File: src/rtl/dmem_arbiter.sv
// Two-port arbiter in front of the single-port data memory (CPU load/store path and debug/DMA port).
// Default: fixed CPU priority with a DMA starvation guard; define ARB_ROUND_ROBIN_EN for round-robin.
module dmem_arbiter #(
    parameter int WIDTH      = 32,
    parameter int AW         = 14,
    parameter int STARVE_MAX = 4
) (
    input  logic             clk,
    input  logic             rst,
    input  logic             cpu_req,
    input  logic             cpu_we,
    input  logic [AW-1:0]    cpu_addr,
    input  logic [WIDTH-1:0] cpu_wdata,
    output logic             cpu_gnt,
    output logic             cpu_stall,
    output logic             cpu_rvalid,
    output logic [WIDTH-1:0] cpu_rdata,
    input  logic             dma_req,
    input  logic             dma_we,
    input  logic [AW-1:0]    dma_addr,
    input  logic [WIDTH-1:0] dma_wdata,
    output logic             dma_gnt,
    output logic             dma_rvalid,
    output logic [WIDTH-1:0] dma_rdata,
    output logic [AW-1:0]    mem_addr,
    output logic [WIDTH-1:0] mem_wdata,
    output logic             mem_wr,
    output logic             mem_rd,
    input  logic [WIDTH-1:0] mem_rdata
);

    logic             dma_win;
    logic             rd_pend_q;
    logic             rd_owner_q;
    logic [WIDTH-1:0] cpu_hold_q;
    logic [WIDTH-1:0] dma_hold_q;

`ifdef ARB_ROUND_ROBIN_EN
    logic rr_last_q;

    // On contention the port that was not granted last wins.
    assign dma_win = ~cpu_req | ~rr_last_q;

    always_ff @(posedge clk or posedge rst) begin
        if (rst) begin
            rr_last_q <= 1'b0;
        end else if (dma_gnt) begin
            rr_last_q <= 1'b1;
        end else if (cpu_gnt) begin
            rr_last_q <= 1'b0;
        end
    end
`else
    logic [3:0] starve_cnt_q;
    logic [3:0] starve_cnt_d;
    logic       force_dma;

    assign force_dma = (starve_cnt_q == 4'(STARVE_MAX));
    assign dma_win   = ~cpu_req | force_dma;

    // Counts consecutive losing cycles of the DMA port, saturating at STARVE_MAX.
    always_comb begin
        starve_cnt_d = starve_cnt_q;
        if (~dma_req | dma_gnt) begin
            starve_cnt_d = 4'd0;
        end else if (!force_dma) begin
            starve_cnt_d = starve_cnt_q + 4'd1;
        end
    end

    always_ff @(posedge clk or posedge rst) begin
        if (rst) begin
            starve_cnt_q <= 4'd0;
        end else begin
            starve_cnt_q <= starve_cnt_d;
        end
    end
`endif

    assign dma_gnt   = ~rst & dma_req & dma_win;
    assign cpu_gnt   = ~rst & cpu_req & ~dma_gnt;
    assign cpu_stall = cpu_req & ~cpu_gnt;

    always_comb begin
        mem_addr  = '0;
        mem_wdata = '0;
        mem_wr    = 1'b0;
        mem_rd    = 1'b0;
        if (dma_gnt) begin
            mem_addr  = dma_addr;
            mem_wdata = dma_wdata;
            mem_wr    = dma_we;
            mem_rd    = ~dma_we;
        end else if (cpu_gnt) begin
            mem_addr  = cpu_addr;
            mem_wdata = cpu_wdata;
            mem_wr    = cpu_we;
            mem_rd    = ~cpu_we;
        end
    end

    // Return data is forwarded in the return cycle and captured to hold afterwards.
    assign cpu_rvalid = rd_pend_q & ~rd_owner_q;
    assign dma_rvalid = rd_pend_q & rd_owner_q;
    assign cpu_rdata  = cpu_rvalid ? mem_rdata : cpu_hold_q;
    assign dma_rdata  = dma_rvalid ? mem_rdata : dma_hold_q;

    always_ff @(posedge clk or posedge rst) begin
        if (rst) begin
            rd_pend_q  <= 1'b0;
            rd_owner_q <= 1'b0;
            cpu_hold_q <= '0;
            dma_hold_q <= '0;
        end else begin
            rd_pend_q  <= mem_rd;
            rd_owner_q <= dma_gnt;
            if (cpu_rvalid) begin
                cpu_hold_q <= mem_rdata;
            end
            if (dma_rvalid) begin
                dma_hold_q <= mem_rdata;
            end
        end
    end

endmodule

File: config.mk
export PLATFORM = sky130hd
export DESIGN_NAME = dmem_arbiter
export DESIGN_NICKNAME = d
export VERILOG_FILES = /design/src/rtl/dmem_arbiter.sv
export SDC_FILE = /design/constraint.sdc
export NUM_CORES = 1
export LEC_CHECK = 0
export CORE_ASPECT_RATIO = 1.2
export CORE_MARGIN = 5
export CORE_UTILIZATION = 30
export DETAILED_ROUTE_END_ITERATION = 8
export GPL_ROUTABILITY_DRIVEN = 1
export PLACE_DENSITY = 0.73
export REMOVE_ABC_BUFFERS = 1
export SYNTH_ARGS = -nofsm -noshare
export SYNTH_HDL_FRONTEND = slang
export SYNTH_SLANG_ARGS = --single-unit
File: constraint.sdc
create_clock -name clk -period 2.65 [get_ports clk]
set_input_delay 0.265 -clock clk [delete_from_list [all_inputs] [get_ports clk]]
set_output_delay 0.265 -clock clk [all_outputs]
set_load 0.05 [all_outputs]
# Word level (Yosys, flattened, before mapping)
# Index checks and enable logic that the tools add are counted.
totals:
  out_inout_bits: 117
  wordCells: 37
  register_bits: 70
  input_bits: 130
op_classes:
  bitwise: 17
  n_addsub: 1
  muxes: 12
  n_eq_ne: 2
ops:
  columns: ["operator", "count"]
  rows:
  - ["2-to-1 mux 32 bit", 4]
  - ["2-to-1 mux 14 bit", 2]
  - ["2-to-1 mux 4 bit", 2]
  - ["inverter 1 bit", 8]
  - ["AND 1 bit", 7]
  - ["adder 4 x 1 -> 4 bit (second input constant)", 1]
  - ["equality test 4 x 3 -> 1 bit (second input constant)", 1]
  - ["2-to-1 mux 1 bit", 4]
  - ["inequality test 2 x 1 -> 1 bit (second input constant)", 1]
  - ["OR 1 bit", 2]

# Logic depth before layout (Yosys ltp)
logic_depth:
  word_depth: 7
  mapped_depth: 7
  ltp_nobuf: 5

# Least setup slack after synthesis
# No wires, ideal clock.
synth_timing:
  path_type: "reg2out"
  from: "register starve_cnt_q[0]"
  to: "output cpu_stall"
  path_stages_with_launch: 7
  slack_ns: 0.549
  n_path_buf: 1
  arrival_time_ns: 1.836
  required_ns: 2.385
  path_cell_list: "dfrtp_1 > inv_1 > ha_1 > and3b_4 > a21oi_4 > buf_6 > nor2b_1"
synth_via:
  elab_chain_cells: 7
synth_rtl:
  columns: ["element", "line", "text"]
  rows:
  - ["start, declared", "54", "logic [3:0] starve_cnt_q;"]
  - ["start signal, assigned", "75", "starve_cnt_q <= starve_cnt_d;"]
  - ["equality test 4 x 3 -> 1 bit", "58", "assign force_dma = (starve_cnt_q == 4'(STARVE_MAX));"]
  - ["OR 1 bit", "59", "assign dma_win = ~cpu_req | force_dma;"]
  - ["AND 1 bit", "80", "assign dma_gnt = ~rst & dma_req & dma_win;"]
  - ["inverter 1 bit", "81", "assign cpu_gnt = ~rst & cpu_req & ~dma_gnt;"]
  - ["AND 1 bit", "81", null]
  - ["inverter 1 bit", "82", "assign cpu_stall = cpu_req & ~cpu_gnt;"]
  - ["AND 1 bit", "82", null]
  - ["end, declared", "15", "output logic cpu_stall,"]
# No other way between the ends.

# Final worst setup path
layout_timing:
  from: "register starve_cnt_q[0]"
  to: "output mem_addr[5]"
layout_via:
  elab_chain_cells: 7
layout_rtl:
  columns: ["element", "line", "text"]
  rows:
  - ["equality test 4 x 3 -> 1 bit (*)", "58", null]
  - ["OR 1 bit (*)", "59", null]
  - ["AND 1 bit (*)", "80", null]
  - ["inverter 1 bit", "81", null]
  - ["AND 1 bit", "81", null]
  - ["2-to-1 mux 14 bit", "94", "end else if (cpu_gnt) begin"]
  - ["2-to-1 mux 14 bit (*)", "89", "if (dma_gnt) begin"]
  - ["end, declared", "25", "output logic [AW-1:0] mem_addr,"]
# Mark *: on every way between the ends. The rest lies on a longest branch, timed or not.

==> results.py <==
metrics = {
    "yosys": {
        "async_flop_share": 1.000,
        "synth_top_cell_area_share": 0.5337,
        "synth_top_cells_by_count": "70 x dfrtp_1, 62 x mux2_1, 48 x a22o_1",
        "syn_inst": 232,
        "synthFlopType": "dfrtp_1",
        "syn_area_per_cell_um2": 14.15,
        "yosysTopAreaCell": "dfrtp_1",
        "ys_ff_latch": 70,
        "yosys_warnings": 0,
        "synth_edf_count": 0,
        "mappedNetlistArea_mm2": 0.003282,
        "synth_area_leaders": "dfrtp_1 53%, mux2_1 21%, a22o_1 13%",
        "ys_types": 25,
        "yosysMostFrequentCell": "dfrtp_1",
        "yosysSeqAreaShare": 0.5337,
    },
    "power_and_ir_drop": {
        "swShare": 0.4097,
        "seq_power_share": 0.277,
        "power.switching_mw": 2.033,
        "vdd_drop_max_mv": 0.3321,
        "power_density_mw_per_mm2": 757.9,
        "p_int_mw": 2.929,
        "pwr-share-clk": 0.239,
        "pwr-share-comb": 0.484,
        "cellLeakagePower_nw": 2.890,
    },
    "cts": {
        "cts_buffers": 9,
        "cts_sinks": 70,
        "cts_setup_buffers": 0,
        "cts_resized": 0,
        "clkLatencyLatePin_ps": 330,
        "cts_tree": "done",
        "cts.reportedPaths.clkPinSlew_ps": 60,
        "clock-root-buffer": "clkbuf_16",
        "cts_buffer_depth": 2,
        "hold_buffers": 0,
        "cts.htree.levels": 3,
    },
    "global_route": {
        "antenna_found_initial": 5,
        "grt_overflow": 0,
        "grt_pass1_wl_um": 20560,
        "grt_max_degree": 33,
        "grt_use_total": 0.2112,
        "grt_pass1_vias": 3271,
    },
    "sta": {
        "slew_viol_final": 0,
        "rsz0062_at_grt": "no",
        "setup-violations-final": 0,
        "min_period_ps": 2462,
        "tns_ps": 0,
        "clock_skew_ps": 8.865,
        "tightest_slew_ps": 557.5,
        "hold_viol": 0,
        "slew_headroom": 0.6278,
        "fmax_mhz": 406.2,
        "timing.final.crit_share": 0.9290,
    },
    "detailed_routing": {
        "drt-initial-drc-count": 111,
        "drt_wl_total_um": 14070,
        "drc": 0,
        "viasPerCell": 4.893,
        "post_drt_wl_per_cell_um": 22.91,
        "vias": 3004,
        "ant_nets": 0,
        "firstDrtPassIters": 4,
    },
    "final_layout": {
        "final_cells": 614,
        "final_area_mm2": 0.006546,
        "area_delta_synth_final_pct": 99.47,
        "final_core_util": 0.6165,
        "nets": 612,
        "drive_gt1_frac": 0.3113,
        "antenna_cells": 0,
    },
    "min_path": {
        "min_path_cells": 1,
        "hp-class": "register to register",
    },
    "worst_setup_path": {
        "critPathLaunchType": "register",
        "path_class": "register to output pin",
        "arrival_ps": 2200,
        "reg2reg_slack_ps": 910,
        "cp-end-kind": "output pin",
        "required_ps": 2380,
        "reg2regPathDepth": 6,
        "critPathMaxFanout": 18,
    },
    "floorplanning": {
        "die_h_um": 124.6,
        "ios": 247,
        "die_x_um": 105.5,
        "start_util": 0.3091,
        "rows": 41,
        "core_area_mm2": 0.01062,
        "die_area_mm2": 0.01314,
    },
    "placement": {
        "dp_cells": 598,
        "io_buffers": 246,
        "place_hpwl_um": 12120,
        "place_congestion": 0.8739,
        "placed_cell_area_mm2": 0.006248,
    },
    "status": {
        "status": "complete, no violations",
    },
    "run": {
        "max_cap_violations": 0,
    },
}
kinds of logic after synthesis:
logic type | Yosys count | share of synthesized area
and+or+nand+nor | 15 | 0.03393
AOI/OAI and AO/OA | 54 | 0.1491
DFF | 70 | 0.5337
muxes | 65 | 0.2230
adders and majority gates | 2 | 0.007624
buffers and inverters | 25 | 0.04994
xor gates and xnor gates | 1 | 0.002669
area by class of cell:
cell class              count  area [um2]
multi-input cells         137        1369
well taps                 129       161.4
inverters                   7       26.28
clock inverters             7       72.57
repair buffers            255        2940
flip-flops and latches     70        1752
clock buffers               9       225.2
fillers                   834        4073
metal layers:
metal  vias up  GRT usage  wire [um]
met5         -          0         56
met4        10    0.07645        393
met3        32     0.1192       1795
met2       182     0.3630       6909
met1      1412     0.2116       4914
li1       1368          -          -
placed cells by master, fill, tap and decap left out, drive strengths merged, types with 2 or more instances in the layout:
| cell | Yosys | layout |
|---|---|---|
| dfrtp | 70 | 70 |
| clkinv | 0 | 3 |
| clkbuf | 0 | 9 |
| clkinvlp | 0 | 2 |
| a21oi | 2 | 2 |
| nand2b | 3 | 3 |
| a21boi | 2 | 2 |
| inv | 7 | 8 |
| nand3b | 2 | 2 |
| ha | 2 | 2 |
| nand3 | 3 | 3 |
| buf | 18 | 125 |
| clkdlybuf4s50 | 0 | 130 |
| nor2 | 2 | 2 |
| a22o | 48 | 48 |
| mux2 | 65 | 65 |
power groups by stage:
stage / clock [mW] / combinational (mW) / sequential (mW)
2_1_floorplan: 0 / 1.43 / 1.37
3_3_place_gp: 0 / 2.40 / 1.38
3_5_place_dp: 0 / 2.42 / 1.40
4_1_cts: 1.21 / 2.43 / 1.38
5_1_grt: 1.24 / 2.49 / 1.40
6_report: 1.19 / 2.40 / 1.37
per-stage QoR:
| step | total power [mW] | setup WS, ps | hold WS [ps] |
|---|---|---|---|
| global route | 5.134 | 70.09 | 498.8 |
| floorplan | 2.803 | 22.13 | 393.2 |
| CTS | 5.016 | 170.4 | 491.5 |
| finish | 4.962 | 188.3 | 486.6 |
| global placement | 3.776 | 439.2 | 471.8 |
| detailed placement | 3.824 | 423.6 | 478.1 |
worst max-delay path: stages (launching register included):
cell and delay (ps):
dfrtp_1 410, inv_1 60, ha_1 250, and3b_4 240
a21oi_4 150, buf_4 260, a22o_1 320, buf_12 180
path summary, 6_finish.rpt:
check / from / end
max: starve_cnt_q[0]$_DFFE_PP0P_ / mem_addr[5]
min: cpu_hold_q[9]$_DFF_PP0_ / cpu_hold_q[9]$_DFF_PP0_
max reg2reg: starve_cnt_q[0]$_DFFE_PP0P_ / rd_pend_q$_DFF_PP0_
min reg2reg: cpu_hold_q[9]$_DFF_PP0_ / cpu_hold_q[9]$_DFF_PP0_
max in group asynchronous: rst / dma_hold_q[9]$_DFF_PP0_
min in group asynchronous: rst / starve_cnt_q[2]$_DFFE_PP0P_
flip-flops by register name, indices dropped and copies added (netlist names):
signal        flops
cpu_hold_q       32
dma_hold_q       32
rd_owner_q        1
rd_pend_q         1
starve_cnt_q      4
No activity file was read; power rests on OpenSTA's default activity.
